**config.mk**
```make
export PLATFORM = sky130hd
export DESIGN_NAME = lt24_stream_writer_flat
export DESIGN_NICKNAME = d
export VERILOG_FILES = /design/src/rtl/lt24_stream_writer_if.sv /design/src/rtl/lt24_stream_writer.sv /design/src/flat_wrapper.sv
export SDC_FILE = /design/constraint.sdc
export NUM_CORES = 1
export LEC_CHECK = 0
export BUFFER_PORTS_ARGS = -buffer_cell sky130_fd_sc_hd__buf_2
export CORE_AREA = 2 2 195 292
export DETAILED_ROUTE_END_ITERATION = 8
export DIE_AREA = 0 0 197 294
export PLACE_DENSITY_LB_ADDON = 0.25
export SYNTH_ARGS = -nofsm -noshare
export SYNTH_HDL_FRONTEND = slang
export SYNTH_SLANG_ARGS = --single-unit
```
**constraint.sdc**
```tcl
create_clock -name clk -period 7.9 [get_ports clk]
set_clock_uncertainty 0.1 [all_clocks]
set_input_delay 1.58 -clock clk [delete_from_list [all_inputs] [get_ports clk]]
set_output_delay 1.58 -clock clk [all_outputs]
set_load 0.005 [all_outputs]
```
**src/rtl/lt24_stream_writer_if.sv**
```systemverilog
// Valid/ready stream carrying command/data words into the LT24 write engine.
`timescale 1ns/1ps
interface lt24_stream_writer_if #(
  parameter int unsigned DATA_W = 16
) ();
  logic              in_valid;
  logic              in_ready;
  logic [DATA_W-1:0] in_data;
  logic              in_dcx;

  modport master (
    output in_valid,
    output in_data,
    output in_dcx,
    input  in_ready
  );

  modport slave (
    input  in_valid,
    input  in_data,
    input  in_dcx,
    output in_ready
  );
endinterface

```
**src/rtl/lt24_stream_writer.sv**
```systemverilog
// LT24 8080-style write engine: stream FIFO, timed CSX/WRX bus cycles,
// LCD power-up reset sequencing and backlight register.
`timescale 1ns/1ps
module lt24_stream_writer #(
  parameter int unsigned DATA_W          = 16,
  parameter int unsigned FIFO_DEPTH      = 16,
  parameter int unsigned WR_LOW_CYCLES   = 2,
  parameter int unsigned WR_HIGH_CYCLES  = 2,
  parameter int unsigned RST_LOW_CYCLES  = 50000,
  parameter int unsigned RST_WAIT_CYCLES = 6000000
) (
  input  logic                            clk,
  input  logic                            reset,
  lt24_stream_writer_if.slave             stream,
  input  logic                            lcd_reset_req,
  input  logic                            backlight_en,
  output logic                            init_done,
  output logic                            busy,
  output logic [$clog2(FIFO_DEPTH):0]     fifo_level,
  output logic                            lcd_reset_n,
  output logic                            lcd_on,
  output logic                            csx,
  output logic                            dcx,
  output logic                            wrx,
  output logic                            rdx,
  output logic [DATA_W-1:0]               data_out
);

  localparam int unsigned PtrW = $clog2(FIFO_DEPTH);
  localparam int unsigned LvlW = PtrW + 1;

  localparam logic [31:0] RstLowLast  = 32'(RST_LOW_CYCLES - 1);
  localparam logic [31:0] RstWaitLast = 32'(RST_WAIT_CYCLES - 1);
  localparam logic [31:0] WrLowLast   = 32'(WR_LOW_CYCLES - 1);
  localparam logic [31:0] WrHighLast  = 32'(WR_HIGH_CYCLES - 1);

  typedef enum logic [2:0] {
    StRstLow,
    StRstWait,
    StIdle,
    StWrLow,
    StWrHigh
  } state_e;

  state_e              state_q, state_d;
  logic [31:0]         cnt_q, cnt_d;
  logic                pend_q, pend_d;
  logic                lcd_reset_n_q, lcd_reset_n_d;
  logic                init_done_q, init_done_d;
  logic                csx_q, csx_d;
  logic                wrx_q, wrx_d;
  logic                dcx_q, dcx_d;
  logic [DATA_W-1:0]   data_q, data_d;
  logic                lcd_on_q;

  // FIFO entries hold {dcx, data}.
  logic [DATA_W:0]     mem_q [FIFO_DEPTH];
  logic [PtrW-1:0]     wr_ptr_q, rd_ptr_q;
  logic [LvlW-1:0]     level_q, level_d;
  logic                fifo_empty, fifo_full;
  logic                push, pop;
  logic [DATA_W:0]     head;

  assign fifo_empty = (level_q == '0);
  assign fifo_full  = (level_q == LvlW'(FIFO_DEPTH));
  assign push       = stream.in_valid && stream.in_ready;
  assign head       = mem_q[rd_ptr_q];

  always_comb begin
    state_d       = state_q;
    cnt_d         = cnt_q + 32'd1;
    lcd_reset_n_d = lcd_reset_n_q;
    init_done_d   = init_done_q;
    csx_d         = csx_q;
    wrx_d         = wrx_q;
    dcx_d         = dcx_q;
    data_d        = data_q;
    pop           = 1'b0;
    // Requests arriving while a reset sequence is already running are dropped.
    pend_d        = pend_q || (lcd_reset_req && (state_q != StRstLow) && (state_q != StRstWait));

    unique case (state_q)
      StRstLow: begin
        if (cnt_q == RstLowLast) begin
          state_d       = StRstWait;
          cnt_d         = '0;
          lcd_reset_n_d = 1'b1;
        end
      end
      StRstWait: begin
        if (cnt_q == RstWaitLast) begin
          state_d     = StIdle;
          cnt_d       = '0;
          init_done_d = 1'b1;
        end
      end
      StIdle: begin
        cnt_d = '0;
        if (pend_q && fifo_empty) begin
          state_d       = StRstLow;
          lcd_reset_n_d = 1'b0;
          init_done_d   = 1'b0;
          pend_d        = 1'b0;
        end else if (!fifo_empty) begin
          pop     = 1'b1;
          state_d = StWrLow;
          csx_d   = 1'b0;
          wrx_d   = 1'b0;
          dcx_d   = head[DATA_W];
          data_d  = head[DATA_W-1:0];
        end
      end
      StWrLow: begin
        if (cnt_q == WrLowLast) begin
          state_d = StWrHigh;
          cnt_d   = '0;
          wrx_d   = 1'b1;
        end
      end
      StWrHigh: begin
        if (cnt_q == WrHighLast) begin
          cnt_d = '0;
          if (!fifo_empty && !pend_q) begin
            pop     = 1'b1;
            state_d = StWrLow;
            wrx_d   = 1'b0;
            dcx_d   = head[DATA_W];
            data_d  = head[DATA_W-1:0];
          end else begin
            state_d = StIdle;
            csx_d   = 1'b1;
          end
        end
      end
      default: begin
        state_d = StRstLow;
        cnt_d   = '0;
      end
    endcase
  end

  always_comb begin
    level_d = level_q;
    if (push && !pop) begin
      level_d = level_q + LvlW'(1);
    end else if (pop && !push) begin
      level_d = level_q - LvlW'(1);
    end
  end

  always_ff @(posedge clk) begin
    if (reset) begin
      state_q       <= StRstLow;
      cnt_q         <= '0;
      pend_q        <= 1'b0;
      lcd_reset_n_q <= 1'b0;
      init_done_q   <= 1'b0;
      csx_q         <= 1'b1;
      wrx_q         <= 1'b1;
      dcx_q         <= 1'b1;
      data_q        <= '0;
      lcd_on_q      <= 1'b0;
      wr_ptr_q      <= '0;
      rd_ptr_q      <= '0;
      level_q       <= '0;
    end else begin
      state_q       <= state_d;
      cnt_q         <= cnt_d;
      pend_q        <= pend_d;
      lcd_reset_n_q <= lcd_reset_n_d;
      init_done_q   <= init_done_d;
      csx_q         <= csx_d;
      wrx_q         <= wrx_d;
      dcx_q         <= dcx_d;
      data_q        <= data_d;
      lcd_on_q      <= backlight_en;
      level_q       <= level_d;
      if (push) wr_ptr_q <= wr_ptr_q + PtrW'(1);
      if (pop)  rd_ptr_q <= rd_ptr_q + PtrW'(1);
    end
  end

  always_ff @(posedge clk) begin
    if (push) mem_q[wr_ptr_q] <= {stream.in_dcx, stream.in_data};
  end

  assign stream.in_ready = !fifo_full && !reset;
  assign busy            = !reset && ((state_q != StIdle) || !fifo_empty);
  assign fifo_level      = level_q;
  assign init_done       = init_done_q;
  assign lcd_reset_n     = lcd_reset_n_q;
  assign lcd_on          = lcd_on_q;
  assign csx             = csx_q;
  assign dcx             = dcx_q;
  assign wrx             = wrx_q;
  assign rdx             = 1'b1;
  assign data_out        = data_q;

endmodule

```
**src/flat_wrapper.sv**
```systemverilog
// flat-port wrapper written by rule: the top's interface ports become plain ports
module lt24_stream_writer_flat 
#(
  parameter int unsigned DATA_W          = 16,
  parameter int unsigned FIFO_DEPTH      = 16,
  parameter int unsigned WR_LOW_CYCLES   = 2,
  parameter int unsigned WR_HIGH_CYCLES  = 2,
  parameter int unsigned RST_LOW_CYCLES  = 50000,
  parameter int unsigned RST_WAIT_CYCLES = 6000000
)
  (clk, reset, lcd_reset_req, backlight_en, init_done, busy, fifo_level, lcd_reset_n, lcd_on, csx, dcx, wrx, rdx, data_out, stream_in_valid, stream_in_data, stream_in_dcx, stream_in_ready);
  lt24_stream_writer_if #(.DATA_W(DATA_W)) stream_i ();
  input  logic clk;
  input  logic reset;
  input  logic lcd_reset_req;
  input  logic backlight_en;
  output logic init_done;
  output logic busy;
  output logic [$clog2(FIFO_DEPTH):0] fifo_level;
  output logic lcd_reset_n;
  output logic lcd_on;
  output logic csx;
  output logic dcx;
  output logic wrx;
  output logic rdx;
  output logic [DATA_W-1:0] data_out;
  input wire logic [$bits(stream_i.in_valid)-1:0] stream_in_valid;
  input wire logic [$bits(stream_i.in_data)-1:0] stream_in_data;
  input wire logic [$bits(stream_i.in_dcx)-1:0] stream_in_dcx;
  output wire logic [$bits(stream_i.in_ready)-1:0] stream_in_ready;
  assign stream_i.in_valid = stream_in_valid;
  assign stream_i.in_data = stream_in_data;
  assign stream_i.in_dcx = stream_in_dcx;
  assign stream_in_ready = stream_i.in_ready;
  lt24_stream_writer #(.DATA_W(DATA_W), .FIFO_DEPTH(FIFO_DEPTH), .WR_LOW_CYCLES(WR_LOW_CYCLES), .WR_HIGH_CYCLES(WR_HIGH_CYCLES), .RST_LOW_CYCLES(RST_LOW_CYCLES), .RST_WAIT_CYCLES(RST_WAIT_CYCLES)) u_core (.clk(clk), .reset(reset), .stream(stream_i), .lcd_reset_req(lcd_reset_req), .backlight_en(backlight_en), .init_done(init_done), .busy(busy), .fifo_level(fifo_level), .lcd_reset_n(lcd_reset_n), .lcd_on(lcd_on), .csx(csx), .dcx(dcx), .wrx(wrx), .rdx(rdx), .data_out(data_out));
endmodule
```
==> metrics.json, run 1 <==
{
  "timing": {
    "hold_viol_final": 0,
    "final.setup.tns_ns": 0,
    "timing.final.crit_share_pct": 51.5,
    "finalHoldWorstSlack_ns": 0.348,
    "worst_pin_slew_ns": 1.15,
    "relSlewSlack_pct": 23.4,
    "post-route-min-period_ns": 4.07,
    "setup_viol": 0,
    "fmax_ghz": 0.246,
    "report.final.slew_viol_count": 0,
    "setup_repair_after_global_routing_missed_its_margin": "false"
  },
  "setup_path": {
    "endpoint_kind": "output port",
    "cp_data_required_time_ns": 6.22,
    "cp_cell_sequence": "buf_2 -> buf_4 -> a21oi_1 -> buf_2",
    "setup.worst_path.start_class": "primary input",
    "critical_path_peak_fanout": 44,
    "crit_type": "primary input to output port",
    "crit_path_max_delay_cell_type": "sky130_fd_sc_hd__buf_4",
    "slowest_delay_ns": 0.46,
    "worst_ep_arrival_time_ns": 2.39,
    "regToRegStartpoint": "u_core.fifo_level[2]",
    "cpMostUsedCell": "sky130_fd_sc_hd__buf_2",
    "critical_path.startpoint": "reset",
    "reg2reg_slack_ns": 4.13
  },
  "floorplan": {
    "initial_core_util_pct": 24.7,
    "chipHeight_um": 294,
    "top_level_ports": 52,
    "placementRows": 106,
    "core_area_sq_um": 55400,
    "die_width_um": 197,
    "die_area_sq_um": 57900
  },
  "detailed_routing": {
    "routed_wire_length_per_instance_um": 21.0,
    "vias_per_cell": 4.48,
    "route.final.wire_length_mm": 33.9,
    "initialDrtViolationCount": 467,
    "drcViolationCount": 0,
    "vias": 7249,
    "detail_route.first_pass.iterations": 4,
    "route.antenna.remaining_nets": 0
  },
  "grt": {
    "grt_antenna_before_repair": 0,
    "overflow": 0,
    "number_of_global_route_vias_before_repair": 7621,
    "maximum_number_of_pins_on_one_net_before_global_route_repair": 69,
    "grt_pass1_wl_mm": 50.5,
    "grt.total_usage_pct": 11.9
  },
  "yosys": {
    "synth_top_cell_area_share_pct": 59.7,
    "synth_nets": 876,
    "synth_cell_type_count": 49,
    "post_synth_instance_area_sq_um": 13700,
    "number_of_synthesized_flops_with_an_enable_pin": 272,
    "postSynthAreaPerCell_sq_um": 16.3,
    "syn_inst": 841,
    "synthArstFlopShare_pct": 0,
    "synth.top_cells.by_area": "sky130_fd_sc_hd__edfxtp_1 60%, sky130_fd_sc_hd__mux4_2 11%, sky130_fd_sc_hd__dfxtp_1 11%",
    "yosys_warnings": 0,
    "synth-seq-cells": 347,
    "synth_area_leader_cell": "sky130_fd_sc_hd__edfxtp_1",
    "synth-main-ff-cell": "sky130_fd_sc_hd__edfxtp_1",
    "synth-seq-area-share_pct": 70.7
  },
  "cells_and_area": {
    "fin_area_sq_um": 15900,
    "nFillCells": 5520,
    "flow.area_growth_from_synthesis_pct": 16.3,
    "nets": 924,
    "post_route_cells_drive_above_1_share_pct": 22.7,
    "insertedDiodeCount": 0,
    "layout.core_utilization_pct": 28.7
  },
  "power": {
    "power_density_nw_per_um2": 285,
    "power.leakage_nw": 4.91,
    "fin_total_pwr_mw": 4.53,
    "vdd_ir_drop_max_mv": 0.129
  },
  "place": {
    "gpl.final_weighted_congestion": 0.774,
    "placed_area_sq_um": 14700,
    "port-buffer-count": 50,
    "hpwl_after_detailed_placement_mm": 21.5
  },
  "cts": {
    "clk-insertion-delay-late_ns": 0.54,
    "ctsHtreeMaxLevel": 2,
    "cts_root_buf": "sky130_fd_sc_hd__clkbuf_16",
    "clock_path_buffers": 3,
    "path_clk_slew_ns": 0.06,
    "cts_tree": "done",
    "ctsResizeCount": 0,
    "postCtsHoldBufs": 0,
    "cts_setup_buffers": 0,
    "clkSinkCount": 347,
    "cts_made_buffers": 36
  },
  "worst_hold_path": {
    "min-delay-start": "u_core.data_out[12]",
    "min-delay-path-class": "flop to flop"
  },
  "job": {
    "drv_cap": 0
  },
  "run_status": {
    "outcome": "completed"
  }
}
[flip-flops by register name (all words and copies together) (netlist names), 3 cells and up, named ones only]
register and count:
u_core.rd_ptr_q 4, u_core.cnt_q 32, u_core.mem_q 272, u_core.data_out 16, u_core.state_q 3, u_core.fifo_level 5
u_core.wr_ptr_q 4
[cell usage in the layout (no fill, tap or decap), types with 3 or more instances in the layout]
master and n:
sky130_fd_sc_hd__clkinv_1 4, sky130_fd_sc_hd__a211oi_1 3, sky130_fd_sc_hd__xor2_1 13, sky130_fd_sc_hd__or3_1 6, sky130_fd_sc_hd__and2_1 3, sky130_fd_sc_hd__nand4_1 9, sky130_fd_sc_hd__xnor2_1 25, sky130_fd_sc_hd__buf_2 50
sky130_fd_sc_hd__ha_1 12, sky130_fd_sc_hd__nand2b_1 3, sky130_fd_sc_hd__mux4_2 69, sky130_fd_sc_hd__o21ai_0 6, sky130_fd_sc_hd__nand3_1 13, sky130_fd_sc_hd__a21o_1 16, sky130_fd_sc_hd__nor4_1 6, sky130_fd_sc_hd__clkbuf_16 37
sky130_fd_sc_hd__a21oi_1 31, sky130_fd_sc_hd__edfxtp_1 272, sky130_fd_sc_hd__bufinv_16 4, sky130_fd_sc_hd__inv_1 17, sky130_fd_sc_hd__nor2_2 12, sky130_fd_sc_hd__nor3_1 14, sky130_fd_sc_hd__clkbuf_1 8, sky130_fd_sc_hd__nor3_2 6
sky130_fd_sc_hd__a22oi_1 32, sky130_fd_sc_hd__clkinv_2 3, sky130_fd_sc_hd__a31oi_1 3, sky130_fd_sc_hd__dfxtp_1 73, sky130_fd_sc_hd__nor2_1 80, sky130_fd_sc_hd__buf_4 8, sky130_fd_sc_hd__nand2_1 37
[path summary, 6_finish.rpt]
kind,end,depth (start not counted)
hold / removal,u_core.data_out[12],2
setup / recovery,stream_in_ready,4
setup reg to reg,u_core.fifo_level[4],14
hold reg to reg,u_core.data_out[12],2
[cell families (layout without fill, tap and decap cells)]
logic type / after synthesis / after routing / synth area share, %
AND/OR/NAND/NOR: 205 / 205 / 7.13
flip-flops: 347 / 347 / 70.7
other: 1 / 1 / 0.0274
buffers and inverters: 65 / 139 / 2.04
XOR/XNOR: 38 / 38 / 2.43
multiplexers: 71 / 71 / 11.5
adder cells (fa/ha/maj): 13 / 13 / 1.24
AO/OA/AOI/OAI: 101 / 101 / 4.95
[metrics by stage]
stage	std cells	setup WS [ns]
finish	1617	3.83
global route	1617	3.62
CTS	1617	3.78
detailed placement	1553	3.23
global placement	1553	3.27
floorplan	841	3.68
[area by class of cell]
type	instances	area [sq um]	area share, %
well taps	702	878	5.52
repair buffers	58	310	1.95
flip-flops and latches	347	9680	60.8
clock inverters	16	200	1.26
clock buffers	48	982	6.17
inverters	17	63.8	0.401
multi-input cells	429	3800	23.9
[routing by layer]
layer,GRT usage [%],vias to the layer above,part of all wire [%]
met5,0,-,0
met4,3.50,0,2.3
met3,1.82,46,3.3
met2,22.6,125,55
met1,13.5,3743,39
li1,-,3335,-
[cells in the mapped netlist (2+ instances only)]
cell                        instances
sky130_fd_sc_hd__edfxtp_1         272
sky130_fd_sc_hd__nor2_1            92
sky130_fd_sc_hd__dfxtp_1           75
sky130_fd_sc_hd__mux4_2            69
sky130_fd_sc_hd__nand2_1           37
sky130_fd_sc_hd__a22oi_1           32
sky130_fd_sc_hd__a21oi_1           31
sky130_fd_sc_hd__xnor2_1           25
sky130_fd_sc_hd__clkbuf_1          20
sky130_fd_sc_hd__buf_2             19
sky130_fd_sc_hd__nor3_1            18
sky130_fd_sc_hd__inv_1             17
sky130_fd_sc_hd__a21o_1            16
sky130_fd_sc_hd__nand3_1           13
sky130_fd_sc_hd__xor2_1            13
sky130_fd_sc_hd__ha_1              12
sky130_fd_sc_hd__nand4_1            9
sky130_fd_sc_hd__buf_1              6
sky130_fd_sc_hd__nor4_1             6
sky130_fd_sc_hd__o21ai_0            6
sky130_fd_sc_hd__or3_1              6
sky130_fd_sc_hd__nor2b_1            4
sky130_fd_sc_hd__a211oi_1           3
sky130_fd_sc_hd__a31oi_1            3
sky130_fd_sc_hd__and2_1             3
sky130_fd_sc_hd__buf_4              3
sky130_fd_sc_hd__nand2b_1           3
sky130_fd_sc_hd__and3_1             2
sky130_fd_sc_hd__and4_1             2
sky130_fd_sc_hd__nand4bb_1          2
sky130_fd_sc_hd__nor3_2             2
sky130_fd_sc_hd__o21a_1             2
sky130_fd_sc_hd__o31ai_1            2
[power breakdown]
group          total [mW]  switching (mW)  internal, mW
combinational       0.671           0.372         0.299
clock                1.73           0.718          1.01
sequential           2.13          0.0991          2.03
total                4.53            1.19          3.35
[critical path, delay by kind of cell]
| kind | cells | cell delay, ns |
|---|---|---|
| buf+inv | 3 | 0.70 |
| compound gates | 1 | 0.10 |
Note: power is estimated with default switching activity, not from simulation.
==> inputs of run 2 (changes only) <==
clock period = 3.4 ns   (was 7.9 ns; I/O delays follow)
==> run 2 against run 1 <==
Compared with the run above: core utilization is 0.62 points higher; sequential share of layout area is 1.3 points lower; final cell count is 2.7% higher; sequential power is 130% higher; first-iteration DRC count is 1.7% higher; worst setup slack worse by 3.5 ns; hold slack worse by 0.072 ns; clock power is 130% higher; count of clock-buffer cells in the layout is 3 higher.
==> metrics.json, run 2 (synthesis gave the netlist of run 1 again) <==
{
  "run_status": {
    "outcome": "completed"
  },
  "timing": {
    "final.setup.tns_ns": 0,
    "hold_viol_final": 0,
    "timing.final.crit_share_pct": 91.4,
    "final_critical_path_setup_slack_ns": 0.294,
    "report.final.slew_viol_count": 0,
    "post-route-min-period_ns": 3.11,
    "setup_viol": 0,
    "setup_repair_after_global_routing_missed_its_margin": "false",
    "relSlewSlack_pct": 47.4,
    "finalHoldWorstSlack_ns": 0.276,
    "fmax_ghz": 0.322,
    "worst_pin_slew_ns": 0.786
  },
  "detailed_routing": {
    "route.antenna.remaining_nets": 0,
    "vias_per_cell": 4.44,
    "vias": 7371,
    "initialDrtViolationCount": 475,
    "drcViolationCount": 0,
    "routed_wire_length_per_instance_um": 20.2,
    "detail_route.first_pass.iterations": 4,
    "route.final.wire_length_mm": 33.5
  },
  "place": {
    "port-buffer-count": 50,
    "placed_area_sq_um": 15100,
    "hpwl_after_detailed_placement_mm": 21.0,
    "gpl.final_weighted_congestion": 0.775,
    "numPlacedInstances": 1592,
    "pre_cts_slack_ns": 0.136
  },
  "cells_and_area": {
    "layout.core_utilization_pct": 29.3,
    "layout.cells.most_common_list": "272 x sky130_fd_sc_hd__edfxtp_1, 80 x sky130_fd_sc_hd__nor2_1, 73 x sky130_fd_sc_hd__dfxtp_1",
    "flow.area_growth_from_synthesis_pct": 18.8,
    "finish.cell_count_without_fillers": 1660,
    "largest_register_ff_count": 272,
    "most_common_cell_after_layout_fill_and_taps_aside": "sky130_fd_sc_hd__edfxtp_1",
    "post_route_cells_drive_above_1_share_pct": 25.9,
    "nFillCells": 5501,
    "insertedDiodeCount": 0,
    "registers.top_by_ff_count": "u_core.mem_q",
    "fin_area_sq_um": 16300,
    "nets": 965
  },
  "setup_path": {
    "cp_data_required_time_ns": 3.69,
    "worst_ep_arrival_time_ns": 3.39,
    "r2r_end": "u_core.fifo_level[4]",
    "critical_path_peak_fanout": 4,
    "worst_setup_path_endpoint": "u_core.fifo_level[4]",
    "endpoint_kind": "flop",
    "setup.worst_path.start_class": "flop",
    "r2r_cells": 14,
    "critical_path.startpoint": "u_core.cnt_q[0]",
    "regToRegStartpoint": "u_core.cnt_q[0]",
    "crit_type": "flop to flop",
    "reg2reg_slack_ns": 0.29
  },
  "power": {
    "p_int_mw": 7.81,
    "fin_total_pwr_mw": 10.5,
    "clockPowerShare_pct": 37.5,
    "power.share.sequential_pct": 46.7,
    "power.share.switching_pct": 25.7,
    "power_density_nw_per_um2": 647,
    "comb_power_share_pct": 15.9,
    "p_sw_mw": 2.71,
    "power.leakage_nw": 5.11,
    "vdd_ir_drop_max_mv": 0.278
  },
  "cts": {
    "ctsHtreeMaxLevel": 2,
    "cts_root_buf": "sky130_fd_sc_hd__clkbuf_16",
    "cts_made_buffers": 37,
    "cts_tree": "done",
    "clock_path_buffers": 3,
    "path_clk_slew_ns": 0.06,
    "clkSinkCount": 347,
    "clk-insertion-delay-late_ns": 0.53
  },
  "worst_hold_path": {
    "min-delay-path-class": "primary input to flop"
  },
  "floorplan": {
    "die_width_um": 197,
    "die_area_sq_um": 57900,
    "core_area_sq_um": 55400,
    "top_level_ports": 52,
    "initial_core_util_pct": 24.7,
    "placementRows": 106,
    "chipHeight_um": 294
  },
  "job": {
    "drv_cap": 0
  },
  "grt": {
    "grt_pass1_wl_mm": 50.2,
    "number_of_global_route_vias_before_repair": 7821,
    "overflow": 0,
    "grt_antenna_before_repair": 1,
    "maximum_number_of_pins_on_one_net_before_global_route_repair": 44,
    "grt.total_usage_pct": 11.8
  }
}
[run 2: cell types whose count changed in the layout (fill, tap and decap cells not counted), moves of 2 or more]
cell                       change
sky130_fd_sc_hd__clkinv_1      +2
sky130_fd_sc_hd__clkbuf_1      +4
sky130_fd_sc_hd__buf_4        +37
sky130_fd_sc_hd__buf_12        +3
[run 2: how the worst min path moves through the flow]
stage / start / endpoint / slack (ns) / depth (start not counted)
2_1_floorplan: u_core.cnt_q[0] / u_core.cnt_q[0] / 0.33 / 1
3_3_place_gp: u_core.data_out[10] / u_core.data_out[10] / 0.34 / 2
3_5_place_dp: u_core.data_out[13] / u_core.data_out[13] / 0.34 / 2
4_1_cts: backlight_en / u_core.lcd_on / 0.25 / 2
5_1_grt: backlight_en / u_core.lcd_on / 0.26 / 2
6_report: backlight_en / u_core.lcd_on / 0.28 / 2
[run 2: worst max-delay path, cell delays in order (launching register included)]
cell	delay [ns]
sky130_fd_sc_hd__dfxtp_1	0.38
sky130_fd_sc_hd__ha_1	0.16
sky130_fd_sc_hd__nor4b_4	0.20
sky130_fd_sc_hd__and3_4	0.23
sky130_fd_sc_hd__nor3b_4	0.25
sky130_fd_sc_hd__a31oi_4	0.12
sky130_fd_sc_hd__ha_2	0.23
sky130_fd_sc_hd__inv_2	0.08
sky130_fd_sc_hd__ha_1	0.24
sky130_fd_sc_hd__nor2b_1	0.15
sky130_fd_sc_hd__o21a_1	0.17
sky130_fd_sc_hd__or3_1	0.30
sky130_fd_sc_hd__a21oi_1	0.18
sky130_fd_sc_hd__xnor2_1	0.13
sky130_fd_sc_hd__nor2_1	0.05
[run 2: timing repair]
action	CTS	global route
buffers inserted	0	1
resized for setup	0	5
hold buffers	0	0
endpoints found under the setup margin	0	1
[run 2: routing by layer]
metal	vias to the layer above	track usage, %	share of wire (%)
met5	-	0	0.036
met2	147	22.1	54
met1	3766	13.4	38
li1	3407	-	-
met4	2	3.67	2.4
met3	49	2.14	5.1
[run 2: power groups by stage]
stage                     Sequential (mW)  Clock (mW)  Combinational [mW]
after floorplan                      4.90           0                1.22
after global placement               4.99           0                1.68
after detailed placement             4.99           0                1.69
after CTS                            4.91        4.07                1.69
after global routing                 4.93        4.22                1.87
final                                4.91        3.94                1.67
[run 2: layout make-up]
class / count / area, sq um / share of cell area, %
Clock inverter: 16 / 164 / 1.01
Inverter: 17 / 63.8 / 0.393
Sequential cell: 347 / 9680 / 59.5
Multi-Input combinational cell: 429 / 3820 / 23.5
Clock buffer: 51 / 998 / 6.14
Tap cell: 702 / 878 / 5.40
Timing Repair Buffer: 98 / 648 / 3.99
